<file path="src/rtl/fadc_pkg.sv">
// Shared types and helpers for the flash-ADC encoder back end.
package fadc_pkg;

  typedef enum logic [1:0] {
    FADC_RAW  = 2'd0,
    FADC_CORR = 2'd1,
    FADC_AVG  = 2'd2,
    FADC_RSVD = 2'd3
  } fadc_mode_e;

  localparam int unsigned BUBBLE_CNT_W = 8;

  // Bits needed to hold values 0..v-1.
  function automatic int unsigned fadc_clog2(input int unsigned v);
    int unsigned r;
    r = 0;
    while ((32'd1 << r) < v) r = r + 1;
    return r;
  endfunction

endpackage

</file>
<file path="src/rtl/fadc_therm2bin.sv">
// Majority bubble correction of a thermometer word followed by popcount.
module fadc_therm2bin
  import fadc_pkg::*;
#(
  parameter  int unsigned NCOMP = 255,
  localparam int unsigned OUT_W = fadc_clog2(NCOMP + 1)
) (
  input  logic [NCOMP-1:0] therm,
  input  logic             bypass,
  output logic [OUT_W-1:0] bin,
  output logic             bubble
);

  logic [NCOMP+1:0] ext;
  logic [NCOMP-1:0] corr;
  logic [NCOMP-1:0] sel;

  // 3-input majority per bit, with an implied 1 below bit 0 and 0 above the top bit.
  always_comb begin
    ext  = {1'b0, therm, 1'b1};
    corr = '0;
    for (int unsigned i = 0; i < NCOMP; i++) begin
      corr[i] = (ext[i] & ext[i+1]) | (ext[i] & ext[i+2]) | (ext[i+1] & ext[i+2]);
    end
    bubble = (corr != therm);
    sel    = bypass ? therm : corr;
  end

  // Population count of the selected word gives the binary code.
  always_comb begin
    bin = '0;
    for (int unsigned i = 0; i < NCOMP; i++) begin
      bin = bin + OUT_W'(sel[i]);
    end
  end

endmodule

</file>
<file path="src/rtl/fadc_enc.sv">
// Flash-ADC back end: capture, bubble correction, encode, optional box-car
// averaging, valid/ready output with bubble statistics and overrun flag.
module fadc_enc
  import fadc_pkg::*;
#(
  parameter  int unsigned NCOMP   = 255,
  parameter  int unsigned AVG_MAX = 4,
  localparam int unsigned OUT_W   = fadc_clog2(NCOMP + 1),
  localparam int unsigned K_W     = fadc_clog2(AVG_MAX + 1)
) (
  input  logic                    clk,
  input  logic                    reset_n,
  input  logic                    enable,
  input  logic [NCOMP-1:0]        therm_in,
  input  logic [1:0]              mode,
  input  logic [K_W-1:0]          avg_log2,
  input  logic                    clear_flags,
  output logic [OUT_W-1:0]        code_out,
  output logic                    code_valid,
  input  logic                    code_ready,
  output logic [BUBBLE_CNT_W-1:0] bubble_cnt,
  output logic                    overrun
);

  localparam int unsigned ACC_W = OUT_W + AVG_MAX;
  localparam int unsigned CNT_W = AVG_MAX;

  logic [NCOMP-1:0]        t1_q, t1_d, t2_q, t2_d;
  logic                    v1_q, v1_d, v2_q, v2_d, v3_q, v3_d;
  logic [OUT_W-1:0]        code3_q, code3_d;
  logic [1:0]              mode_q, mode_d;
  logic [K_W-1:0]          avg_q, avg_d;
  logic [ACC_W-1:0]        acc_q, acc_d;
  logic [CNT_W-1:0]        cnt_q, cnt_d;
  logic [OUT_W-1:0]        out_q, out_d;
  logic                    valid_q, valid_d;
  logic [BUBBLE_CNT_W-1:0] bcnt_q, bcnt_d;
  logic                    ovr_q, ovr_d;

  fadc_mode_e              mode_sel;
  logic [OUT_W-1:0]        s2_bin;
  logic                    s2_bubble;
  logic [K_W-1:0]          k_eff;
  logic                    avg_on;
  logic                    flush;
  logic [ACC_W-1:0]        acc_base, sum;
  logic [CNT_W-1:0]        cnt_base, last_cnt;
  logic                    res_vld;
  logic [OUT_W-1:0]        res;

  assign mode_sel = fadc_mode_e'(mode);

  fadc_therm2bin #(
    .NCOMP (NCOMP)
  ) u_therm2bin (
    .therm  (t2_q),
    .bypass (mode_sel == FADC_RAW),
    .bin    (s2_bin),
    .bubble (s2_bubble)
  );

  // Three-stage sample pipeline; dropping enable kills every in-flight sample.
  always_comb begin
    t1_d    = enable ? therm_in : t1_q;
    v1_d    = enable;
    t2_d    = t1_q;
    v2_d    = v1_q & enable;
    code3_d = s2_bin;
    v3_d    = v2_q & enable;
    mode_d  = mode;
    avg_d   = avg_log2;
  end

  // Box-car averager; a mode/exponent change restarts it with the current sample as first.
  always_comb begin
    k_eff    = (32'(avg_log2) > AVG_MAX) ? K_W'(AVG_MAX) : avg_log2;
    avg_on   = (mode_sel == FADC_AVG) && (k_eff != '0);
    flush    = !enable || (mode != mode_q) || (avg_log2 != avg_q);
    acc_base = flush ? '0 : acc_q;
    cnt_base = flush ? '0 : cnt_q;
    sum      = acc_base + ACC_W'(code3_q);
    last_cnt = CNT_W'((32'd1 << k_eff) - 32'd1);
    res_vld  = 1'b0;
    res      = code3_q;
    acc_d    = '0;
    cnt_d    = '0;
    if (v3_q && enable) begin
      if (avg_on) begin
        if (cnt_base == last_cnt) begin
          res_vld = 1'b1;
          res     = OUT_W'(sum >> k_eff);
        end else begin
          acc_d = sum;
          cnt_d = cnt_base + CNT_W'(1);
        end
      end else begin
        res_vld = 1'b1;
      end
    end else if (avg_on) begin
      acc_d = acc_base;
      cnt_d = cnt_base;
    end
  end

  // Output holding register, overrun on a drop, saturating bubble counter; clear wins.
  always_comb begin
    out_d   = out_q;
    valid_d = valid_q;
    ovr_d   = ovr_q;
    bcnt_d  = bcnt_q;
    if (res_vld) begin
      if (!valid_q || code_ready) begin
        out_d   = res;
        valid_d = 1'b1;
      end else begin
        ovr_d = 1'b1;
      end
    end else if (valid_q && code_ready) begin
      valid_d = 1'b0;
    end
    if (v2_q && s2_bubble && (bcnt_q != '1)) begin
      bcnt_d = bcnt_q + BUBBLE_CNT_W'(1);
    end
    if (clear_flags) begin
      bcnt_d = '0;
      ovr_d  = 1'b0;
    end
  end

  // State registers.
  always_ff @(posedge clk or negedge reset_n) begin
    if (!reset_n) begin
      t1_q    <= '0;
      t2_q    <= '0;
      v1_q    <= 1'b0;
      v2_q    <= 1'b0;
      v3_q    <= 1'b0;
      code3_q <= '0;
      mode_q  <= '0;
      avg_q   <= '0;
      acc_q   <= '0;
      cnt_q   <= '0;
      out_q   <= '0;
      valid_q <= 1'b0;
      bcnt_q  <= '0;
      ovr_q   <= 1'b0;
    end else begin
      t1_q    <= t1_d;
      t2_q    <= t2_d;
      v1_q    <= v1_d;
      v2_q    <= v2_d;
      v3_q    <= v3_d;
      code3_q <= code3_d;
      mode_q  <= mode_d;
      avg_q   <= avg_d;
      acc_q   <= acc_d;
      cnt_q   <= cnt_d;
      out_q   <= out_d;
      valid_q <= valid_d;
      bcnt_q  <= bcnt_d;
      ovr_q   <= ovr_d;
    end
  end

  assign code_out   = out_q;
  assign code_valid = valid_q;
  assign bubble_cnt = bcnt_q;
  assign overrun    = ovr_q;

endmodule
</file>
<file path="config.mk">
export PLATFORM = sky130hd
export DESIGN_NAME = fadc_enc
export DESIGN_NICKNAME = d
export VERILOG_FILES = /design/src/rtl/fadc_pkg.sv /design/src/rtl/fadc_therm2bin.sv /design/src/rtl/fadc_enc.sv
export SDC_FILE = /design/constraint.sdc
export NUM_CORES = 2
export LEC_CHECK = 0
export BUFFER_PORTS_ARGS = -buffer_cell sky130_fd_sc_hd__buf_2
export CORE_ASPECT_RATIO = 1.75
export CORE_MARGIN = 3
export CORE_UTILIZATION = 55
export DETAILED_ROUTE_END_ITERATION = 12
export GPL_ROUTABILITY_DRIVEN = 0
export PLACE_DENSITY_LB_ADDON = 0.1
export SYNTH_ARGS = -nofsm -noshare
export SYNTH_HDL_FRONTEND = slang
export SYNTH_SLANG_ARGS = --single-unit
</file>
<file path="constraint.sdc">
create_clock -name clk -period 7.6 [get_ports clk]
set_input_delay 0.38 -clock clk [delete_from_list [all_inputs] [get_ports clk]]
set_output_delay 0.38 -clock clk [all_outputs]
set_load 0.02 [all_outputs]
</file>
==> flow_summary.toml <==
[critical_path]
end_kind = "register"
worstPathMaxFanout = 8
cp.required_ns = 8.17
critPathMaxStageDelay_ns = 0.59
arrival_ns = 8.73
cpMaxStageDelayCell = "fa_2"
start_kind = "input port"
worst-setup-path-type = "input port to register"
crit_top_cell = "fa_1"

[drt]
drc = 0
vias = 30622
vias_per_cell = 6.100
antenna_left = 0
wl_per_cell_um = 26.66
dr.first_iter.drc_count = 3227
drt_wl_total_um = 133800
drtPass1Iterations = 8

[layout]
syn_to_final_growth_pct = 31.85
num-nets-final = 4742
drive_gt1_frac = 0.3010
final_cell_area_sq_mm = 0.04438

[run]
drv_cap = 1

[sta]
finClkSkew_ns = 0.02177
report.final.hold_viol_count = 1
fin_crit_sh = 1.073
period_needed_ns = 8.157
drv_slew = 2
whs_ns = -0.007785
fmax_ghz = 0.1226
tightestPinTransition_ns = 1.560
rsz0062_at_grt = "true"
setup_ws_ns = -0.5575
relSlewSlack = -0.04658
final-setup-viol-count = 7

[floorplanning]
rows = 119
die-area_sq_mm = 0.06432
die_w_um = 193
dieHeight_um = 333.3
core_sq_mm = 0.06045
initial_core_util = 0.5568
ios = 283

[clock_tree]
clk_pin_slew_ns = 0.07
insertion_delay_ns = 0.65
cts_tree = "yes"
clockRootBuffer = "clkbuf_16"
ctsLongestPathBuffers = 3
h-tree-depth = 2
cts_made_buffers = 49
clkSinkCount = 560

[global_route]
antenna_found_initial = 17
grt_pass1_vias = 31213
grt_first_pass_wirelength_um = 194800
grt_overflow_total = 0
gr-usage-met1 = 0.4447
groute.usage.overall = 0.4185
grt_max_degree = 187
met3_usage = 0.1252
grt_use_met2 = 0.6589
top_usage_layer = "met2"

[run_status]
violations = "negative hold slack, max-capacitance violations, max-slew violations, negative setup slack"
status = "finished with violations"

[placed_design]
port_buffers = 282
place_ws_ns = -1.269
post_dp_cell_area_sq_mm = 0.03958
dp_hpwl_um = 98210

[synth]
synth_area_sq_mm = 0.03366
synth_edf_count = 0
ys_ff_latch = 560
syn_area_per_cell_sq_um = 10.38
syn_inst = 3244
yosys_warnings = 0
ys_seq_area_frac = 0.4163
postSynthNetCount = 3801
async_flop_share = 1.000
synth_cell_types = 74
synth_flop_cell = "dfrtp_1"

[hold_path]
min_path_type = "input port to register"
## cell usage after synthesis (all sizes together), types with 5 or more instances
master | number | area, sq um
inv | 404 | 1516
nand2 | 113 | 424.2
nor4 | 26 | 177.7
o32ai | 44 | 385.4
nand4 | 16 | 100.1
xnor2 | 16 | 140.1
o21ai | 366 | 1832
fa | 242 | 4845
and2 | 6 | 37.54
mux2i | 8 | 80.08
ha | 50 | 625.6
dfrtp | 560 | 14010
nand2b | 93 | 581.8
nand3 | 11 | 55.05
buf | 21 | 100.1
a211oi | 41 | 307.8
a2bb2oi | 6 | 52.55
clkbuf | 147 | 551.8
or3 | 5 | 31.28
a32o | 6 | 60.06
a21oi | 297 | 1486
a21boi | 5 | 37.54
and4 | 8 | 70.07
and3 | 13 | 81.33
or4 | 11 | 86.33
a31oi | 8 | 50.05
nor2b | 126 | 788.3
mux2 | 265 | 2984
nor2 | 110 | 415.4
o211ai | 46 | 345.3
nor3 | 9 | 45.04
o22ai | 14 | 87.58
a21o | 23 | 172.7
o31ai | 5 | 37.54
o211a | 5 | 50.05
a211o | 17 | 148.9
o21a | 34 | 255.2
a22o | 14 | 122.6
## per-layer routing
metal,part of all wire,vias up
li1,-,12982
met1,0.32,14866
met2,0.46,2023
met3,0.095,747
met4,0.12,4
met5,0.00052,-
## final timing paths
path                               start  slack (ns)          end  cells after the start
min reg2reg                    t1_q[173]        0.36    t2_q[173]                      0
max in group asynchronous        reset_n        5.29    t2_q[225]                      4
max reg2reg                     t2_q[99]       -0.52   code3_q[6]                     28
min in group asynchronous        reset_n        0.34  code_out[4]                      2
max                              mode[1]       -0.56   code3_q[7]                     31
min                        therm_in[129]      -0.008    t1_q[129]                      2
## per-stage QoR
stage / setup TNS [ns] / instances / util
finish: -2.451 / 5020 / 0.7341
global route: -3.743 / 5011 / 0.7337
CTS: -1.804 / 4967 / 0.7255
detailed placement: -7.409 / 4653 / 0.6547
global placement: -6.248 / 4653 / 0.6547
floorplan: -1.984 / 3244 / -
## what timing repair did
item | 4_1_cts | 5_1_grt
pin swaps | 30 | 17
endpoints found under the hold margin | 315 | 34
hold buffers | 210 | 34
endpoints found under the setup margin | 7 | 7
buffers inserted | 9 | 7
gates cloned | 7 | 0
gates resized for setup | 57 | 25
## sequential cells by signal (all words and copies together), names as in the netlist, 2 cells and up
name        count
acc_q          12
t2_q          255
t1_q          255
cnt_q           4
bubble_cnt      8
code3_q         8
avg_q           3
code_out        8
mode_q          2
## cells in the final DEF, fill, tap and decap left out, types with 10 or more instances in the layout
master         instances
nor4_1                25
o21ai_1               22
o32ai_1               42
xnor2_1               13
dlygate4sd3_1        244
o21a_1                34
nand2b_1              93
clkinv_2              11
diode_2               11
clkbuf_16             50
mux2_2               259
buf_12                20
a211oi_1              40
o211ai_1              46
o21ai_0              339
ha_1                  49
dfrtp_1              554
and3_1                13
nor2_1               108
or4_1                 10
fa_2                  19
nand3_1               11
nand4_1               16
a21oi_2               34
a21oi_1              262
a22o_1                14
a21o_1                23
nor2b_1              126
fa_1                 223
inv_1                379
a211o_1               17
inv_2                 23
nand2_1              111
o22ai_1               14
buf_2                278
buf_4                497
## final cells by class
| type | instances | area [sq um] |
|---|---|---|
| Inverter | 405 | 1525 |
| Clock inverter | 26 | 355.3 |
| Timing Repair Buffer | 1057 | 8303 |
| Clock buffer | 63 | 1390 |
| Antenna cell | 11 | 27.53 |
| Tap cell | 786 | 983.4 |
| Sequential cell | 560 | 14020 |
| Multi-Input combinational cell | 2112 | 17770 |
| Fill cell | 4212 | 16070 |
## logic make-up after synthesis
kind of cell	count (synthesis)	share of synthesized area
xor gates and xnor gates	17	0.004424
DFF	560	0.4163
buffers and inverters	573	0.06453
and+or+nand+nor	566	0.09059
AOI/OAI and AO/OA	961	0.1692
muxes	275	0.09238
adders and majority gates	292	0.1625
## worst max-delay path: cells and delay by family
family | cells | cell delay (ns)
compound gates | 8 | 1.12
xor+xnor | 1 | 0.14
fa+ha+maj | 12 | 5.91
buf+inv | 9 | 0.81
simple gates | 1 | 0.33
Power is left out: the tool's default activity adds up to more than one toggle a clock period on the data nets, which glitch-free logic cannot reach.
